File: src/rtl/universal_shift_burst.sv
// rtl/universal_shift_burst.sv - universal shift register with start/busy/done burst engine
// Seven per-cycle modes plus a burst FSM that applies one shift/rotate mode cnt times.
module universal_shift_burst #(
  parameter int WIDTH = 4,
  parameter int CW    = 3
) (
  input  logic             clk,
  input  logic             clr_n,
  input  logic             en,
  input  logic [2:0]       mode,
  input  logic             sin,
  input  logic [WIDTH-1:0] din,
  input  logic             start,
  input  logic [CW-1:0]    cnt,
  output logic [WIDTH-1:0] q,
  output logic             sout,
  output logic             busy,
  output logic             done
);

  localparam logic [1:0] IDLE  = 2'd0;
  localparam logic [1:0] SHIFT = 2'd1;
  localparam logic [1:0] DONE  = 2'd2;

  logic [1:0]       state_q, state_d;
  logic [WIDTH-1:0] q_q, q_d;
  logic             sout_q, sout_d;
  logic [2:0]       bmode_q, bmode_d;
  logic [CW-1:0]    rem_q, rem_d;

  logic [2:0]       op_mode;
  logic [WIDTH-1:0] op_q;
  logic             op_sout;
  logic             burst_ok;

  // While bursting the latched mode drives the datapath; live mode is ignored.
  assign op_mode  = (state_q == SHIFT) ? bmode_q : mode;
  assign burst_ok = (cnt != '0) && (mode >= 3'b001) && (mode <= 3'b101);

  always_comb begin
    op_q    = q_q;
    op_sout = sout_q;
    case (op_mode)
      3'b001: begin op_q = {q_q[WIDTH-2:0], sin};      op_sout = q_q[WIDTH-1]; end
      3'b010: begin op_q = {sin, q_q[WIDTH-1:1]};      op_sout = q_q[0];       end
      3'b011: begin op_q = {q_q[WIDTH-2:0], q_q[WIDTH-1]}; op_sout = q_q[WIDTH-1]; end
      3'b100: begin op_q = {q_q[0], q_q[WIDTH-1:1]};   op_sout = q_q[0];       end
      3'b101: begin op_q = {q_q[WIDTH-1], q_q[WIDTH-1:1]}; op_sout = q_q[0];   end
      3'b110: op_q = din;
      default: ;
    endcase
  end

  always_comb begin
    state_d = state_q;
    q_d     = q_q;
    sout_d  = sout_q;
    bmode_d = bmode_q;
    rem_d   = rem_q;
    case (state_q)
      IDLE: begin
        if (start) begin
          if (burst_ok) begin
            state_d = SHIFT;
            bmode_d = mode;
            rem_d   = cnt;
          end else begin
            state_d = DONE;
          end
        end else if (en) begin
          q_d    = op_q;
          sout_d = op_sout;
        end
      end
      SHIFT: begin
        q_d    = op_q;
        sout_d = op_sout;
        rem_d  = rem_q - CW'(1);
        if (rem_q == CW'(1)) state_d = DONE;
      end
      DONE:    state_d = IDLE;
      default: state_d = IDLE;
    endcase
  end

  always_ff @(posedge clk or negedge clr_n) begin
    if (!clr_n) begin
      state_q <= IDLE;
      q_q     <= '0;
      sout_q  <= 1'b0;
      bmode_q <= 3'b000;
      rem_q   <= '0;
    end else begin
      state_q <= state_d;
      q_q     <= q_d;
      sout_q  <= sout_d;
      bmode_q <= bmode_d;
      rem_q   <= rem_d;
    end
  end

  assign q    = q_q;
  assign sout = sout_q;
  assign busy = (state_q == SHIFT);
  assign done = (state_q == DONE);

endmodule

File: config.mk
export PLATFORM = sky130hd
export DESIGN_NAME = universal_shift_burst
export DESIGN_NICKNAME = d
export VERILOG_FILES = /design/src/rtl/universal_shift_burst.sv
export SDC_FILE = /design/constraint.sdc
export NUM_CORES = 1
export LEC_CHECK = 0
export ABC_AREA = 1
export CAP_MARGIN = 20
export CORE_MARGIN = 2
export CORE_UTILIZATION = 53
export DETAILED_ROUTE_END_ITERATION = 10
export PLACE_DENSITY = 0.92
export SLEW_MARGIN = 20
export SYNTH_ARGS = -nofsm -noshare
export SYNTH_HDL_FRONTEND = slang
export SYNTH_SLANG_ARGS = --single-unit
File: constraint.sdc
create_clock -name clk -period 2.25 [get_ports clk]
set_clock_uncertainty 0.15 [all_clocks]
set_input_delay 0.3375 -clock clk [delete_from_list [all_inputs] [get_ports clk]]
set_output_delay 0.3375 -clock clk [all_outputs]
set_load 0.02 [all_outputs]
======== Word-level counts from Yosys, hierarchy flattened ========
Cells that the tools add are included.
Widths: inputs -> output; s select.
cells by class
  add/subtract/negate cells ............... 1
  multipliers ............................. 0
  divide/modulo/power cells ............... 0
  order comparisons ....................... 2
  equality and inequality tests ........... 14
  shifts and indexed selects .............. 0
  muxes and demuxes ....................... 16
  bitwise logic cells ..................... 0
  reductions and logical operators ........ 11
operators with widths
  kind                 count
  $pmux 4 s6           1
  $eq 3x3->1 const B   3
  $mux 3               3
  $reduce_and 3->1     3
  $mux 4               2
  $ne 2x2->1 const B   4
  $pmux 4 s2           1
  $eq 3x1->1 const B   2
  $eq 3x2->1 const B   2
  $mux 2               3
  $pmux 3 s2           1
  $pmux 1 s2           2
  $pmux 2 s2           1
  $ge 3x1->1 const B   1
  $le 3x3->1 const B   1
  $reduce_bool 3->1    1
  $reduce_or 3->1      1
  $sub 3x1->3 const B  1
  $eq 2x1->1 const B   1
  $eq 2x2->1 const B   1
  $logic_and 1x1->1    2
  $logic_not 2->1      1
  $mux 1               2
  $ne 2x1->1 const B   1
  3 further kinds      3
storage, ports and cells
  bits in registers ....................... 13
  latch bits .............................. 0
  bits in writable memories ............... 0
  bits in read-only memories .............. 0
  memories ................................ 0

======== Depth between registers and ports, before layout ========
Gate-level depths: netlist of the first run.
  word-level depth ........................ 8
  mapped depth ............................ 12
  mapped depth without buffers ............ 12

======== Worst setup path before layout of the first run ========
OpenSTA, ideal clock, no wires.
  kind .................................... flip-flop to flip-flop
  start point ............................. register state_q[0]
  end point ............................... register q_q[3], in the netlist q[3]
  library setup time ...................... 0.119 ns
  arrival time ............................ 1.340 ns
  required time ........................... 1.981 ns
  setup slack ............................. 0.641 ns
  cell stages (with the launch flop) ...... 11
  buffers on the path ..................... 1
  period minus slack after synthesis ...... 1.609 ns
  path through ............................ dfrtp_1 > buf_6 > inv_4 > nor2_2 > nand2_2 > nand2_4 > nand2_1 > nand3_1 > nand3_1 > nor2_1 > nor2_1
on the way
  longest elaborated chain between the ends .. 7
  elaborated cells between the ends (all ways) .. 17
  those cells by class .................... eq/ne: 9; mux: 5; reduce/logical: 3
ends and longest elaborated chain
  item                                line  RTL
  start, declared                     25    logic [1:0] state_q, state_d;
  start signal, assigned              94    state_q <= state_d;
  $eq 2x1->1 (*)                      -
  named net busy                      17    output logic busy,
  $mux 3                              37    assign op_mode = (state_q == SHIFT) ? bmode_q : mode;
  $eq 3x3->1 (tied with other cells)  43    case (op_mode)
  $pmux 4 s6                          43
  $mux 4                              70    end else if (en) begin
  $mux 4                              62    if (start) begin
  $pmux 4 s2                          60    case (state_q)
  end signal, assigned                95    q_q <= q_d;
  end, declared                       26    logic [WIDTH-1:0] q_q, q_d;
Mark *: on every way through the listed nets, which the timed path passes. The rest lies on a longest branch. The select of a mux whose other input is x is not followed.
A chain may end at the register's enable or synchronous reset.

======== Worst setup path after layout of the first run ========
  start point ............................. register state_q[0]
  end point ............................... output port busy
on the way
  longest elaborated chain between the ends .. 1
ends and longest elaborated chain
  item           line  RTL
  $eq 2x1->1     104   assign busy = (state_q == SHIFT);
  end, declared  17
Every way passes these cells.

==> results_dict.tcl, run 1 <==
set metrics [dict create \
    numCtsBuffers 3 \
    grt_setup_unrepaired "false" \
    critical_path_buf_inv_count 2 \
    clk_pin_slew_ns 0.08 \
    setup_tns_ns 0 \
    vias_per_cell 5.037 \
    yosysWarnings 0 \
    status "finished clean" \
    cp.required_ns 1.76 \
    antenna_found_initial 0 \
    cts_tree "built" \
    ys_seq_elements 13 \
    ys_types 21 \
    drtAntennaViolNets 0 \
    drt_iter0_drc 14 \
    gp_congestion 0.8283 \
    chipHeight_um 47.24 \
    synth_area_leaders "dfrtp_1 33%, nand2_1 19%, nand3_1 8.6%" \
    vias 957 \
    synth_area_um2 991.0 \
    layout_commonest_cell "nand2_1" \
    grt_first_pass_wirelength_um 3567 \
    worstPathCellList "inv_4, nor2_2, clkdlybuf4s50_1" \
    design.core.area_mm2 0.001745 \
    fin_nets 183 \
    portBuffers 21 \
    grt_pass1_vias 861 \
    gr-total-overflow 0 \
    syn_inst 142 \
    synth_nets 159 \
    diodes 0 \
    initial_utilization_pct 56.77 \
    route.detailed.drc 0 \
    row_count 15 \
    setup_viol 0 \
    start_kind "flip-flop" \
    drive_above_1_share_pct 15.15 \
    leakage_nw 0.6288 \
    clock_latency_ns 0.27 \
    crit_path_max_fanout 8 \
    numClockSinks 13 \
    dieArea_mm2 0.002232 \
    drv_cap 0 \
    cp_slowest_stage_delay_ns 0.66 \
    grt_max_degree 14 \
    htreeDepth 1 \
    synth_largest_area_cell "dfrtp_1" \
    finalHoldViolations 0 \
    maxSlewViolCount 0 \
    wl_um 2076 \
    synth_edf_count 0 \
    die_x_um 47.24 \
    peakVddDrop_mv 0.7575 \
    final_cell_mix "49 x nand2_1, 21 x clkdlybuf4s50_1, 17 x nand3_1, 12 x dfrtp_1, 11 x inv_1" \
    arrival_ns 1.67 \
    period_minus_slack_ns 2.160 \
    pin_count 22 \
    hpwl_um 1710 \
    clockBufferDepth 2 \
    critPathTopFamily "buffers and inverters" \
    ys_seq_area_share_pct 32.83 \
    area_delta_synth_final_pct 24.87 \
    cts_resized 1 \
    yosysTopAreaCellShare_pct 32.83 \
    critPathKind "reg2out" \
    p_per_area_mw_per_mm2 1391 \
    fmax_mhz 463.0 \
    tightest_slew_ns 0.5676 \
    max_slew_margin_pct 62.04 \
    final_util_pct 70.90 \
    track_usage_pct 22.56 \
    cts_setup_buffers 0 \
    finalCritPeriodShare_pct 95.98 \
    synth_ff_type "dfrtp_1" \
    drt-pass1-iter-count 4 \
    synthArstFlopShare_pct 100.0 \
    ctsHoldBuffers 0 \
    hold_path_class "in2async" \
    root_buffer "clkbuf_4" \
    wl_per_cell_um 10.93 \
    cp_slowest_cell "clkdlybuf4s50_1" \
    avgSynthCellArea_um2 6.979 \
    critPathCaptureType "primary output" \
]
==> Yosys cell counts, types with 4 or more instances <==
cell / instances
nand2_2: 5
o21ai_0: 8
inv_2: 4
inv_1: 11
nand2_4: 7
dfrtp_1: 13
nand2_1: 49
nand3_1: 17
nor2_1: 10
==> worst reg2reg max path: cells and delay by family, from the launching register on <==
kind | cells | cell delay, ns
buf+inv | 3 | 0.31
flops | 1 | 0.40
simple gates | 9 | 0.73
==> layout make-up <==
cell class	instances	area (um2)
well taps	25	31.28
fillers	144	508.0
inverters	16	62.56
repair buffers	21	210.2
clock buffers	4	26.28
multi-input cells	111	580.6
flip-flops and latches	13	326.6
==> layer usage <==
layer	global-route usage, %	wire, um	vias up
li1	-	-	503
met4	8.889	24	0
met5	0	0	-
met1	29.67	932	423
met2	35.95	1026	27
met3	5.000	93	4
==> power breakdown <==
group	switching (mW)	internal, mW
Combinational	0.698	0.430
Clock	0.0713	0.0685
Sequential	0.109	0.346
==> flip-flops by register name, summed over array words and instances (netlist names) <==
signal	flops
q	4
sout	1
bmode_q	3
state_q	2
rem_q	3
==> through the flow <==
step	hold WS (ns)	cells	worst slack [ns]	area, um2	power, mW
finish	0.2767	190	0.09038	1237	1.722
global route	0.3033	190	0.01027	1237	1.902
CTS	0.2954	190	0.08136	1237	1.737
detailed placement	0.3098	186	0.2395	1210	1.591
global placement	0.3083	186	0.2993	1210	1.542
floorplan	-0.1081	142	0.6409	991.0	1.323
==> final timing paths <==
kind | from | endpoint | slack [ns] | cells after the start
max in group asynchronous | clr_n | state_q[0] | 1.27 | 1
worst min-delay path | clr_n | rem_q[2] | 0.28 | 1
min in group clk | bmode_q[1] | bmode_q[1] | 0.33 | 2
worst max-delay path | state_q[0] | busy | 0.09 | 3
worst max register to register | state_q[1] | q[2] | 0.55 | 12
worst min register to register | bmode_q[1] | bmode_q[1] | 0.33 | 2
==> kinds of logic after synthesis <==
family / synth area share, %
AND/OR/NAND/NOR: 49.88
buffers and inverters: 8.586
flip-flops: 32.83
AO/OA/AOI/OAI: 6.187
adder cells (fa/ha/maj): 2.525
No activity file was read; power rests on OpenSTA's default activity.
==> run 2, diff against run 1 <==
Settings changed: CORE_MARGIN 2 to 10.
==> run 2 against run 1 <==
Against the previous run:
- first-iteration DRC count increased by 29%
- flip-flop and latch count unchanged
- largest cell class unchanged
- core utilization increased by 0.14 points
==> results_dict.tcl, run 2 (synthesized netlist as in run 1, its figures left out) <==
set metrics [dict create \
    drv_cap 0 \
    whs_ns 0.2712 \
    grt_first_pass_wirelength_um 4333 \
    tightest_slew_ns 0.5777 \
    worstPathCellList "nor2_1, clkdlybuf4s50_1" \
    regToRegSetupSlack_ns 0.47 \
    reg2reg_depth 12 \
    track_usage_pct 12.91 \
    fin_cells 190 \
    leakage_nw 0.6412 \
    placed_cells 186 \
    maxSlewViolCount 0 \
    layout_commonest_cell "nand2_1" \
    numClockSinks 13 \
    final_area_mm2 0.001240 \
    gp_congestion 0.8789 \
    numCtsBuffers 3 \
    wl_per_cell_um 12.71 \
    drtAntennaViolNets 0 \
    wl_um 2414 \
    antenna_found_initial 0 \
    htreeDepth 1 \
    clock_latency_ns 0.28 \
    vias 979 \
    drt_iter0_drc 18 \
    cp_slowest_stage_delay_ns 0.60 \
    period_minus_slack_ns 1.984 \
    area_delta_synth_final_pct 25.13 \
    start_kind "flip-flop" \
    largest_reg_flops 4 \
    initial_utilization_pct 56.77 \
    row_count 15 \
    critPathKind "reg2out" \
    fillers 131 \
    status "finished clean" \
    grt_max_degree 14 \
    design.core.area_mm2 0.001745 \
    register_area_um2 326.6 \
    drt-pass1-iter-count 4 \
    setup_viol 0 \
    root_buffer "clkbuf_4" \
    setup_tns_ns 0 \
    final_cell_mix "49 x nand2_1, 20 x clkdlybuf4s50_1, 17 x nand3_1, 12 x dfrtp_1, 11 x inv_1" \
    max_slew_margin_pct 61.37 \
    multiInputGateArea_um2 580.6 \
    pin_count 22 \
    clk_pin_slew_ns 0.08 \
    hpwl_um 2013 \
    gr-total-overflow 0 \
    dpl_cell_area_mm2 0.001210 \
    portBuffers 21 \
    chipHeight_um 63.24 \
    route.detailed.drc 0 \
    r2r_start "state_q[1]" \
    peakVddDrop_mv 0.7482 \
    drive_above_1_share_pct 15.15 \
    p_per_area_mw_per_mm2 1415 \
    cp.required_ns 1.76 \
    fin_nets 183 \
    finalHoldViolations 0 \
    critPathCaptureType "primary output" \
    arrival_ns 1.50 \
    dieArea_mm2 0.003999 \
    die_x_um 63.24 \
    cp_slowest_cell "clkdlybuf4s50_1" \
    clockBufferDepth 2 \
    grt_setup_unrepaired "false" \
    reg2reg_to "q[1]" \
    crit_path_max_fanout 8 \
    cts_tree "built" \
    diodes 0 \
    grt_pass1_vias 973 \
    finalCritPeriodShare_pct 88.19 \
    fmax_mhz 503.9 \
    vias_per_cell 5.153 \
    hold_path_class "in2async" \
]
-- run 2: report_power, final --
part / leakage [nW] / switching (mW) / internal [mW] / total (mW)
combinational: 0.465 / 0.722 / 0.428 / 1.15
sequential: 0.162 / 0.112 / 0.345 / 0.458
clock: 0.0150 / 0.0776 / 0.0688 / 0.146
-- run 2: routing by layer --
metal / vias up / share of wire, % / global-route usage [%]
met3: 5 / 3.4 / 2.650
met1: 452 / 42 / 15.07
li1: 503 / - / -
met5: - / 0 / 0
met2: 19 / 53 / 22.34
met4: 0 / 1.4 / 5.191
-- run 2: critical path, delay by kind of cell (launching register included) --
family / cells / cell delay (ns)
simple gates: 1 / 0.12
buf+inv: 1 / 0.60
flops: 1 / 0.49
-- run 2: worst max-delay path by stage --
stage	start	to	slack [ns]	depth (start not counted)
6_report	state_q[0]	done	0.27	2
3_3_place_gp	state_q[0]	busy	0.30	3
2_1_floorplan	state_q[0]	q[3]	0.64	10
4_1_cts	state_q[0]	busy	0.06	3
5_1_grt	state_q[1]	done	0.20	3
3_5_place_dp	mode[1]	rem_q[0]	0.24	6
-- run 2: timing repair --
action	CTS	global route
gates resized for setup	1	1
setup endpoints to repair	1	1
cloned	0	0
hold endpoints to repair	0	0
hold buffers	0	0
setup buffers	0	0
-- run 2: area by class of cell --
type                    count  share of cell area (%)
multi-input cells         111                   46.82
flip-flops and latches     13                   26.34
repair buffers             21                   17.15
inverters                  16                   5.045
well taps                  25                   2.523
clock buffers               4                   2.119
-- run 2: stage by stage --
stage | power [mW] | setup slack, ns | util [%]
3_3_place_gp | 1.548 | 0.3025 | 69.32
6_report | 1.754 | 0.2657 | 71.04
4_1_cts | 1.761 | 0.05588 | 70.90
5_1_grt | 1.935 | 0.2022 | 71.04
2_1_floorplan | 1.323 | 0.6409 | -
3_5_place_dp | 1.610 | 0.2443 | 69.32
